File: config.mk
export PLATFORM = sky130hd
export DESIGN_NAME = marker_tracker
export DESIGN_NICKNAME = d
export VERILOG_FILES = /design/src/rtl/marker_pkg.sv /design/src/rtl/color_match.sv /design/src/rtl/marker_tracker.sv
export SDC_FILE = /design/constraint.sdc
export NUM_CORES = 1
export LEC_CHECK = 0
export BUFFER_PORTS_ARGS = -buffer_cell sky130_fd_sc_hd__buf_2
export CAP_MARGIN = 20
export CORE_UTILIZATION = 45
export DETAILED_ROUTE_END_ITERATION = 8
export PLACE_DENSITY = 0.65
export RECOVER_POWER = 25
export SKIP_LAST_GASP = 1
export SYNTH_ARGS = -nofsm -noshare
export SYNTH_HDL_FRONTEND = slang
export SYNTH_SLANG_ARGS = --single-unit
export TNS_END_PERCENT = 30
File: constraint.sdc
create_clock -name i_clk -period 3.2 [get_ports i_clk]
set_input_delay 0.32 -clock i_clk [delete_from_list [all_inputs] [get_ports i_clk]]
set_output_delay 0.32 -clock i_clk [all_outputs]
set_load 0.05 [all_outputs]
File: src/rtl/marker_pkg.sv
// rtl/marker_pkg.sv - shared types, constants and coordinate helpers for marker_tracker
package marker_pkg;

   localparam int COORD_W = 11;
   localparam int CNT_W   = 20;
   localparam logic [COORD_W-1:0] NOT_FOUND    = 11'd2023;
   localparam logic [COORD_W-1:0] ACC_INIT_MIN = 11'd2047;

   typedef enum logic {S_SYNC, S_SCAN} state_t;

   typedef struct packed {
      logic [COORD_W-1:0] x;
      logic [COORD_W-1:0] y;
   } point_t;

   typedef struct packed {
      point_t l;
      point_t r;
      point_t u;
      point_t d;
   } extremes_t;

   localparam extremes_t NOT_FOUND_PTS = {8{NOT_FOUND}};

   function automatic extremes_t extremes_init();
      extremes_t e;
      e.l = {ACC_INIT_MIN, {COORD_W{1'b0}}};
      e.r = '0;
      e.u = {{COORD_W{1'b0}}, ACC_INIT_MIN};
      e.d = '0;
      return e;
   endfunction

   // 12-bit sum so the midpoint of two 11-bit coordinates never wraps
   function automatic logic [COORD_W-1:0] coord_avg(input logic [COORD_W-1:0] a,
                                                    input logic [COORD_W-1:0] b);
      logic [COORD_W:0] s;
      s = {1'b0, a} + {1'b0, b};
      return s[COORD_W:1];
   endfunction

   function automatic point_t point_avg(input point_t a, input point_t b);
      point_t p;
      p.x = coord_avg(a.x, b.x);
      p.y = coord_avg(a.y, b.y);
      return p;
   endfunction

   function automatic extremes_t extremes_avg(input extremes_t a, input extremes_t b);
      extremes_t e;
      e.l = point_avg(a.l, b.l);
      e.r = point_avg(a.r, b.r);
      e.u = point_avg(a.u, b.u);
      e.d = point_avg(a.d, b.d);
      return e;
   endfunction

endpackage

File: src/rtl/color_match.sv
// rtl/color_match.sv - combinational pixel qualifier: active area and red-marker colour window
module color_match #(
   parameter logic [7:0]  R_MIN = 8'd200,
   parameter logic [7:0]  G_MAX = 8'd80,
   parameter logic [7:0]  B_MAX = 8'd80,
   parameter logic [10:0] X_MAX = 11'd640,
   parameter logic [10:0] Y_MAX = 11'd480
) (
   input  logic        valid,
   input  logic [10:0] x,
   input  logic [10:0] y,
   input  logic [7:0]  rgb [3],
   output logic        match
);

   assign match = valid && (x < X_MAX) && (y < Y_MAX) &&
                  (rgb[0] >= R_MIN) && (rgb[1] <= G_MAX) && (rgb[2] <= B_MAX);

endmodule

File: src/rtl/marker_tracker.sv
// rtl/marker_tracker.sv - per-frame extreme-point tracker for a colour marker
// Optional output smoothing with the previous publish: MARKER_TRACKER_SMOOTH_EN.
module marker_tracker
   import marker_pkg::*;
#(
   parameter logic [7:0]  R_MIN      = 8'd200,
   parameter logic [7:0]  G_MAX      = 8'd80,
   parameter logic [7:0]  B_MAX      = 8'd80,
   parameter logic [19:0] MIN_PIXELS = 20'd16,
   parameter logic [10:0] X_MAX      = 11'd640,
   parameter logic [10:0] Y_MAX      = 11'd480
) (
   input  logic        i_clk,
   input  logic        i_rst_n,
   input  logic        i_valid,
   input  logic [10:0] x,
   input  logic [10:0] y,
   input  logic [7:0]  i_rgb [3],
   input  logic        i_frame_end,
   output logic [10:0] left  [2],
   output logic [10:0] right [2],
   output logic [10:0] up    [2],
   output logic [10:0] down  [2],
   output logic        predict_valid,
   output logic [19:0] o_pix_cnt
);

   state_t           state, state_nxt;
   logic             match, publish, found;
   extremes_t        acc, acc_cls, pts, pts_raw, pts_nxt;
   logic [CNT_W-1:0] cnt, cnt_cls;

   color_match #(
      .R_MIN(R_MIN), .G_MAX(G_MAX), .B_MAX(B_MAX), .X_MAX(X_MAX), .Y_MAX(Y_MAX)
   ) u_color_match (
      .valid(i_valid), .x(x), .y(y), .rgb(i_rgb), .match(match)
   );

   always_ff @(posedge i_clk or negedge i_rst_n) begin
      if (!i_rst_n) state <= S_SYNC;
      else          state <= state_nxt;
   end

   always_comb begin
      state_nxt = state;
      publish   = 1'b0;
      case (state)
         S_SYNC:  if (i_frame_end) state_nxt = S_SCAN;
         S_SCAN:  publish = i_frame_end;
         default: state_nxt = S_SYNC;
      endcase
   end

   // Closing view of the frame: includes a pixel arriving with i_frame_end
   always_comb begin
      acc_cls = acc;
      cnt_cls = cnt;
      if (state == S_SCAN && match) begin
         if (x < acc.l.x) acc_cls.l = {x, y};
         if (x > acc.r.x) acc_cls.r = {x, y};
         if (y < acc.u.y) acc_cls.u = {x, y};
         if (y > acc.d.y) acc_cls.d = {x, y};
         if (cnt != {CNT_W{1'b1}}) cnt_cls = cnt + {{(CNT_W-1){1'b0}}, 1'b1};
      end
   end

   always_ff @(posedge i_clk or negedge i_rst_n) begin
      if (!i_rst_n) begin
         acc <= extremes_init();
         cnt <= '0;
      end else if (i_frame_end) begin
         acc <= extremes_init();
         cnt <= '0;
      end else begin
         acc <= acc_cls;
         cnt <= cnt_cls;
      end
   end

   assign found   = (cnt_cls >= MIN_PIXELS);
   assign pts_raw = found ? acc_cls : NOT_FOUND_PTS;

`ifdef MARKER_TRACKER_SMOOTH_EN
   logic prev_found;

   assign pts_nxt = (found && prev_found) ? extremes_avg(pts, pts_raw) : pts_raw;

   always_ff @(posedge i_clk or negedge i_rst_n) begin
      if (!i_rst_n)     prev_found <= 1'b0;
      else if (publish) prev_found <= found;
   end
`else
   assign pts_nxt = pts_raw;
`endif

   always_ff @(posedge i_clk or negedge i_rst_n) begin
      if (!i_rst_n) begin
         pts           <= NOT_FOUND_PTS;
         o_pix_cnt     <= '0;
         predict_valid <= 1'b0;
      end else begin
         predict_valid <= publish;
         if (publish) begin
            pts       <= pts_nxt;
            o_pix_cnt <= cnt_cls;
         end
      end
   end

   assign left[0]  = pts.l.x;
   assign left[1]  = pts.l.y;
   assign right[0] = pts.r.x;
   assign right[1] = pts.r.y;
   assign up[0]    = pts.u.x;
   assign up[1]    = pts.u.y;
   assign down[0]  = pts.d.x;
   assign down[1]  = pts.d.y;

endmodule

# Word-level counts from Yosys, hierarchy flattened
# Index checks and enable logic that the tools add are counted.
[op_classes]
add_sub_neg = 1
order_cmp = 10
n_eq_ne = 1
mux = 13
reduce_logical = 6
[ops]
columns = ["operator", "n"]
rows = [
  ["two-way mux 88 bit", 3],
  ["two-way mux 22 bit", 4],
  ["two-way mux 20 bit", 3],
  ["greater-than comparator 11 bit", 2],
  ["< comparator 11 bit", 2],
  ["adder 20 x 1 -> 20 bit, second input constant", 1],
  [">= comparator 20 x 5 -> 1 bit, second input constant", 1],
  ["!= test 20 bit, second input constant", 1],
  ["less-or-equal comparator 8 x 7 -> 1 bit, second input constant", 2],
  ["< comparator 11 x 10 -> 1 bit, second input constant", 1],
  ["< comparator 11 x 9 -> 1 bit, second input constant", 1],
  [">= comparator 8 bit, second input constant", 1],
  ["logical AND 1 bit", 6],
  ["two-way mux 1 bit", 3],
]
[totals]
reg_bits = 218
inputBits = 50
output_inout_bits = 109
wordCells = 51

# Depth between registers and ports, before layout
[depth]
ltp_word = 10
mapped_depth = 12

# Hierarchy
# A second synthesis with hierarchy kept.
[hier_totals]
hier_cells = 1111
hier_area_um2 = 10800.4
[modules_own_cells]
columns = ["mod", "n_inst", "cells_each", "area_each_um2", "seq_area_each_um2"]
rows = [
  ["marker_tracker", 1, 1099, 10716.5, 5572.8],
  ["color_match", 1, 12, 83.8, 0.0],
]

# Worst setup path after synthesis
# OpenSTA, ideal clock, no wires.
[synth_timing]
path_kind = "input port to flip-flop"
start = "input i_rgb[8] (netlist bit)"
end = "register pts (netlist bit down[10])"
setup_time_ps = 77
t_arrival_ps = 2800
required_time_ps = 3123
slack_ps = 322
stages = 11
n_path_buf = 3
path_cell_list = "nor4_1 > o22ai_1 > or3_1 > buf_2 > or3b_1 > mux2i_1 > nand4_1 > or4_1 > buf_4 > buf_6 > o211ai_2"
[synth_between]
elab_chain_len = 7
word_cells_on_any_way = 8
[synth_rtl]
columns = ["item", "line", "text"]
rows = [
  ["start: declaration", "marker_tracker.sv:18", "input logic [7:0] i_rgb [3],"],
  ["less-or-equal comparator 8 x 7 -> 1 bit (*)", "color_match.sv:17", "(rgb[0] >= R_MIN) && (rgb[1] <= G_MAX) && (rgb[2] <= B_MAX);"],
  ["logical AND 1 bit (*) (2 in series)", "color_match.sv:17", ""],
  ["logical AND 1 bit (*)", "marker_tracker.sv:58", "if (state == S_SCAN && match) begin"],
  ["two-way mux 20 bit", "marker_tracker.sv:58", ""],
  [">= comparator 20 x 5 -> 1 bit", "marker_tracker.sv:80", "assign found = (cnt_cls >= MIN_PIXELS);"],
  ["two-way mux 88 bit (*)", "marker_tracker.sv:81", "assign pts_raw = found ? acc_cls : NOT_FOUND_PTS;"],
  ["end signal: assignment", "marker_tracker.sv:104", "pts <= pts_nxt;"],
  ["end: declaration", "marker_tracker.sv:30", "extremes_t acc, acc_cls, pts, pts_raw, pts_nxt;"],
]
# Every way passes the cells marked *; elsewhere a longest branch is shown, timed or not.
# A chain may end at the register's enable or synchronous reset.

# Worst setup path in the final report
[layout_timing]
start = "register cnt[0]"
end = "register pts (netlist bit left[0])"
[layout_between]
elab_chain_len = 5
word_cells_on_any_way = 6
[layout_rtl]
columns = ["item", "line", "text"]
rows = [
  ["start: declaration", "marker_tracker.sv:31", "logic [CNT_W-1:0] cnt, cnt_cls;"],
  ["start signal: assignment", "marker_tracker.sv:76", "cnt <= cnt_cls;"],
  ["adder 20 x 1 -> 20 bit or != test 20 bit (tied branches)", "marker_tracker.sv:63", "if (cnt != {CNT_W{1'b1}}) cnt_cls = cnt + {{(CNT_W-1){1'b0}}, 1'b1};"],
  ["two-way mux 20 bit", "marker_tracker.sv:63", ""],
  ["two-way mux 20 bit (*)", "marker_tracker.sv:58", ""],
  [">= comparator 20 x 5 -> 1 bit (*)", "marker_tracker.sv:80", ""],
  ["two-way mux 88 bit (*)", "marker_tracker.sv:81", ""],
]
# Marked as above.

==> flow_summary.html <==
<table>
<tr><th>Metric</th><th>Value</th></tr>
<tr><th colspan="2">Run status</th></tr>
<tr><td>Status</td><td>complete, but fails checks</td></tr>
<tr><td>Violated checks</td><td>capacitance limit, slew limit</td></tr>
<tr><th colspan="2">Placement</th></tr>
<tr><td>Setup slack after placement</td><td>0.0263 ns</td></tr>
<tr><td>Final RePlAce weighted congestion</td><td>0.885</td></tr>
<tr><td>Total placed instance area</td><td>11900 µm²</td></tr>
<tr><td>Estimated wirelength of the detail-placed design</td><td>17200 µm</td></tr>
<tr><td>Port Buffer Count</td><td>155</td></tr>
<tr><th colspan="2">Route</th></tr>
<tr><td>Number of nets with antenna violations after routing</td><td>0</td></tr>
<tr><td>Number of vias after detailed routing</td><td>7632</td></tr>
<tr><td>Ratio of routed vias to standard cells</td><td>5.20</td></tr>
<tr><td>Post-detailed-route wirelength per cell</td><td>17.3 µm</td></tr>
<tr><td>Total wire length after detailed routing</td><td>25300 µm</td></tr>
<tr><td>DRT iter0 DRCs</td><td>477</td></tr>
<tr><td>Number of detailed-route iterations in the first pass</td><td>4</td></tr>
<tr><td>Residual DRC count</td><td>0</td></tr>
<tr><th colspan="2">GRT</th></tr>
<tr><td>Busiest layer in global routing</td><td>met2</td></tr>
<tr><td>Fraction of met1 tracks used by global routing</td><td>31.5%</td></tr>
<tr><td>Wire length of the first global-routing pass</td><td>41600 µm</td></tr>
<tr><td>Overall Global Routing Usage</td><td>21.9%</td></tr>
<tr><td>Antenna violations before repair</td><td>0</td></tr>
<tr><td>GR met3 Demand/Resource</td><td>3.22%</td></tr>
<tr><td>Maximum number of pins on one net before global-route repair</td><td>177</td></tr>
<tr><td>GRT overflow</td><td>0</td></tr>
<tr><td>Number of global-route vias before repair</td><td>7609</td></tr>
<tr><td>Met2 Resource Use GR</td><td>34.3%</td></tr>
<tr><th colspan="2">Synth</th></tr>
<tr><td>Register bit total from synthesis</td><td>218</td></tr>
<tr><td>Multiplexer fraction of the synthesized cell area</td><td>7.54%</td></tr>
<tr><td>Compound-Gate Fraction of Synth Area</td><td>13.8%</td></tr>
<tr><td>Post-Syn Area</td><td>10500 µm²</td></tr>
<tr><td>Number of warnings issued by yosys</td><td>0</td></tr>
<tr><td>Net count after synthesis</td><td>1054</td></tr>
<tr><td>Share of the yosys chip area belonging to registers</td><td>53.1%</td></tr>
<tr><td>Largest cells by area after synthesis</td><td>sky130_fd_sc_hd__dfrtp_1 30%, sky130_fd_sc_hd__dfstp_2 24%, sky130_fd_sc_hd__mux2i_1 7.5%</td></tr>
<tr><td>Main combinational cell family by area after synthesis</td><td>simple AND/OR/NAND/NOR gates</td></tr>
<tr><td>XOR/XNOR share of the synthesized area</td><td>1.25%</td></tr>
<tr><td>Gate count of the mapped netlist</td><td>961</td></tr>
<tr><td>Post-synth EDFFs</td><td>0</td></tr>
<tr><td>Proportion of register bits with asynchronous set or reset after synthesis</td><td>100%</td></tr>
<tr><td>Post-synthesis cell type with the largest combined area</td><td>sky130_fd_sc_hd__dfrtp_1</td></tr>
<tr><td>Top FF cell, synth</td><td>sky130_fd_sc_hd__dfrtp_1</td></tr>
<tr><td>Mean post-synth cell area</td><td>10.9 µm²</td></tr>
<tr><td>Number of unique standard cell types used by synthesis</td><td>56</td></tr>
<tr><td>Adder-cell share of the synthesized area</td><td>5.13%</td></tr>
<tr><td>Synthesized-area fraction occupied by and/or/nand/nor cells</td><td>14.8%</td></tr>
<tr><td>Area share of the largest cell type after synthesis</td><td>29.6%</td></tr>
<tr><th colspan="2">Die</th></tr>
<tr><td>Total Die Area</td><td>23900 µm²</td></tr>
<tr><td># IOs</td><td>159</td></tr>
<tr><td>Placeable core region</td><td>22800 µm²</td></tr>
<tr><td>Count of standard-cell rows</td><td>55</td></tr>
<tr><td>Horizontal die dimension</td><td>155 µm</td></tr>
<tr><td>Initial Utilization</td><td>46.0%</td></tr>
<tr><td>Die extent in y</td><td>155 µm</td></tr>
<tr><th colspan="2">Power and ir drop</th></tr>
<tr><td>Portion of total power attributed to combinational logic</td><td>11.8%</td></tr>
<tr><td>Clk pwr share</td><td>43.0%</td></tr>
<tr><td>Largest voltage drop on the vdd net</td><td>0.000384 V</td></tr>
<tr><td>Cell Int Power</td><td>4.74 mW</td></tr>
<tr><td>Net switching power</td><td>1.72 mW</td></tr>
<tr><td>Part of the total power dissipated in sequential elements</td><td>45.2%</td></tr>
<tr><td>Power density relative to cell area</td><td>507 nW/µm²</td></tr>
<tr><td>Cell leakage power</td><td>6.29 nW</td></tr>
<tr><td>Switching power as a share of total power</td><td>26.6%</td></tr>
<tr><th colspan="2">Setup path</th></tr>
<tr><td>Worst path buffer plus inverter count</td><td>2</td></tr>
<tr><td>Top Family by Delay on Critical Path</td><td>simple AND/OR/NAND/NOR gates</td></tr>
<tr><td>Slowest-stage cell, CP</td><td>sky130_fd_sc_hd__or4_4</td></tr>
<tr><td>Peak fanout along the critical path</td><td>29</td></tr>
<tr><td>Class of the most critical setup path</td><td>register to register</td></tr>
<tr><td>Startpoint types</td><td>register</td></tr>
<tr><td>Kind of end point of the critical path</td><td>register</td></tr>
<tr><td>Worst endpoint data arrival time</td><td>3.44 ns</td></tr>
<tr><td>Required time worst endpoint</td><td>3.65 ns</td></tr>
<tr><td>Largest incremental delay on the critical path</td><td>0.61 ns</td></tr>
<tr><td>Crit-path cells</td><td>ha_1 -&gt; nand3_1 -&gt; nor4_1 -&gt; buf_4 -&gt; or3b_1 -&gt; mux2i_1 -&gt; nand4_1 -&gt; or4_4 -&gt; buf_12 -&gt; o211ai_2</td></tr>
<tr><th colspan="2">Final layout</th></tr>
<tr><td>NumNets Final</td><td>1230</td></tr>
<tr><td>Post-route design area</td><td>12700 µm²</td></tr>
<tr><td>Share of final-layout standard cells stronger than drive strength 1</td><td>36.1%</td></tr>
<tr><td>Commonest cells after routing, fill and taps aside</td><td>153 x sky130_fd_sc_hd__buf_2, 124 x sky130_fd_sc_hd__dfrtp_1, 119 x sky130_fd_sc_hd__nor2_1</td></tr>
<tr><td>Final design utilization</td><td>55.9%</td></tr>
<tr><td>Most frequent standard cell in the layout excluding fill and tap cells</td><td>sky130_fd_sc_hd__buf_2</td></tr>
<tr><td>Count of inserted antenna diode cells</td><td>0</td></tr>
<tr><td>Signed area change from the synthesized netlist to the final layout</td><td>21.4%</td></tr>
<tr><td>Number of fill cells</td><td>2003</td></tr>
<tr><th colspan="2">STA</th></tr>
<tr><td>Worst-margin pin slew</td><td>2.20 ns</td></tr>
<tr><td>Setup-failing EPs final</td><td>0</td></tr>
<tr><td>Final Hold Vio Count</td><td>0</td></tr>
<tr><td>Max Transition Viols Final</td><td>127</td></tr>
<tr><td>Max_slew headroom</td><td>-46.8%</td></tr>
<tr><td>Final worst-path cycle share</td><td>93.5%</td></tr>
<tr><td>Least setup slack across all paths after layout</td><td>0.208 ns</td></tr>
<tr><td>Worst setup skew after layout</td><td>0.0333 ns</td></tr>
<tr><td>Fmax</td><td>334 MHz</td></tr>
<tr><td>Sum of negative setup slack</td><td>0 ns</td></tr>
<tr><td>Shortest period the worst path allows</td><td>2.99 ns</td></tr>
<tr><td>Setup repair after global routing missed its margin</td><td>no</td></tr>
<tr><th colspan="2">Clock tree</th></tr>
<tr><td>Clock Tree Root</td><td>sky130_fd_sc_hd__clkbuf_16</td></tr>
<tr><td>H-tree Lvls</td><td>1</td></tr>
<tr><td>Clock transition at the registers of the reported paths</td><td>0.06 ns</td></tr>
<tr><td>Worst-skew pair later-pin latency</td><td>0.53 ns</td></tr>
<tr><td>Clk buf depth</td><td>3</td></tr>
<tr><td>Sinks on Clock Net</td><td>218</td></tr>
<tr><td>CTS Buf Count</td><td>24</td></tr>
<tr><td>TritonCTS clock tree</td><td>yes</td></tr>
<tr><th colspan="2">Hold path</th></tr>
<tr><td>Hold/Removal Path Class</td><td>input port to register</td></tr>
<tr><th colspan="2">Job</th></tr>
<tr><td>Number of max-cap violations</td><td>2</td></tr>
</table>
power by group through the flow:
stage          Combinational, mW  Sequential, mW  Clock (mW)
6_report                   0.762            2.92        2.77
2_1_floorplan              0.240            3.22           0
3_5_place_dp               0.770            2.96           0
3_3_place_gp               0.760            2.96           0
5_1_grt                    0.822            2.93        2.95
4_1_cts                    0.773            2.92        2.84
final timing paths:
path | start | to | slack, ns | depth (start not counted)
min in group asynchronous | i_rst_n | acc[71] | 1.01 | 2
min reg2reg | o_pix_cnt[8] | o_pix_cnt[8] | 0.47 | 2
min | x[0] | acc[11] | 0.13 | 3
max | cnt[0] | left[0] | 0.21 | 10
max reg2reg | cnt[0] | left[0] | 0.21 | 10
max in group asynchronous | i_rst_n | left[9] | 0.79 | 3
logic make-up after synthesis:
| family | count (synthesis) |
|---|---|
| and+or+nand+nor | 335 |
| xor gates and xnor gates | 15 |
| muxes | 79 |
| buffers and inverters | 106 |
| AOI/OAI and AO/OA | 165 |
| DFF | 218 |
| adders and majority gates | 43 |
cell usage after synthesis, types with 3 or more instances:
| library cell | n |
|---|---|
| sky130_fd_sc_hd__and3_1 | 5 |
| sky130_fd_sc_hd__a21o_1 | 8 |
| sky130_fd_sc_hd__nand4_1 | 15 |
| sky130_fd_sc_hd__and4_1 | 5 |
| sky130_fd_sc_hd__a21oi_1 | 21 |
| sky130_fd_sc_hd__buf_2 | 3 |
| sky130_fd_sc_hd__o211ai_2 | 61 |
| sky130_fd_sc_hd__nand2b_1 | 23 |
| sky130_fd_sc_hd__or2_2 | 3 |
| sky130_fd_sc_hd__nor4_1 | 4 |
| sky130_fd_sc_hd__dfrtp_1 | 124 |
| sky130_fd_sc_hd__and3b_1 | 3 |
| sky130_fd_sc_hd__o21ai_0 | 27 |
| sky130_fd_sc_hd__inv_1 | 44 |
| sky130_fd_sc_hd__nand3_1 | 16 |
| sky130_fd_sc_hd__clkbuf_1 | 50 |
| sky130_fd_sc_hd__or3_1 | 4 |
| sky130_fd_sc_hd__nor2_1 | 119 |
| sky130_fd_sc_hd__o21ai_2 | 6 |
| sky130_fd_sc_hd__xnor2_1 | 8 |
| sky130_fd_sc_hd__ha_1 | 43 |
| sky130_fd_sc_hd__nor3_1 | 7 |
| sky130_fd_sc_hd__nor3b_1 | 8 |
| sky130_fd_sc_hd__nand2_1 | 110 |
| sky130_fd_sc_hd__xor2_1 | 7 |
| sky130_fd_sc_hd__buf_6 | 7 |
| sky130_fd_sc_hd__mux2i_1 | 79 |
| sky130_fd_sc_hd__dfstp_2 | 94 |
| sky130_fd_sc_hd__a211oi_1 | 20 |
cell type report:
class                      instances  area [µm²]  share of cell area (%)
multi-input combinational        637        4510                    35.5
clock buffer                      37         699                    5.50
clock inverter                     7        96.3                   0.757
inverter                          45         169                    1.33
timing repair buffer             211        1280                    10.1
tap                              313         392                    3.08
sequential                       218        5570                    43.8
layer usage:
metal | vias to the layer above | part of all wire [%]
met5 | - | 0
met4 | 0 | 2.4
met3 | 38 | 4.0
met2 | 155 | 45
met1 | 3747 | 48
li1 | 3692 | -
timing repair:
action,in CTS,in global routing
hold endpoints to repair,48,0
gates resized for setup,0,0
hold buffers,1,0
buffers inserted,0,0
flip-flops by register name, summed over array words and instances, names as in the netlist:
signal	cells
down	22
right	22
state	1
cnt	20
predict_valid	1
left	22
o_pix_cnt	20
up	22
acc	88
tightest hold or removal path: stages:
cell                      delay, ns
sky130_fd_sc_hd__buf_2         0.11
sky130_fd_sc_hd__mux2i_1       0.08
sky130_fd_sc_hd__nor2_1        0.08
per-stage QoR:
step,std cells,hold WS [ns],power (mW)
final,1468,0.131,6.46
after global routing,1468,0.137,6.70
after CTS,1468,0.118,6.53
after detailed placement,1423,0.371,3.73
after global placement,1423,0.375,3.72
after floorplan,961,0.0244,3.46
Note: power is estimated with default switching activity, not from simulation.
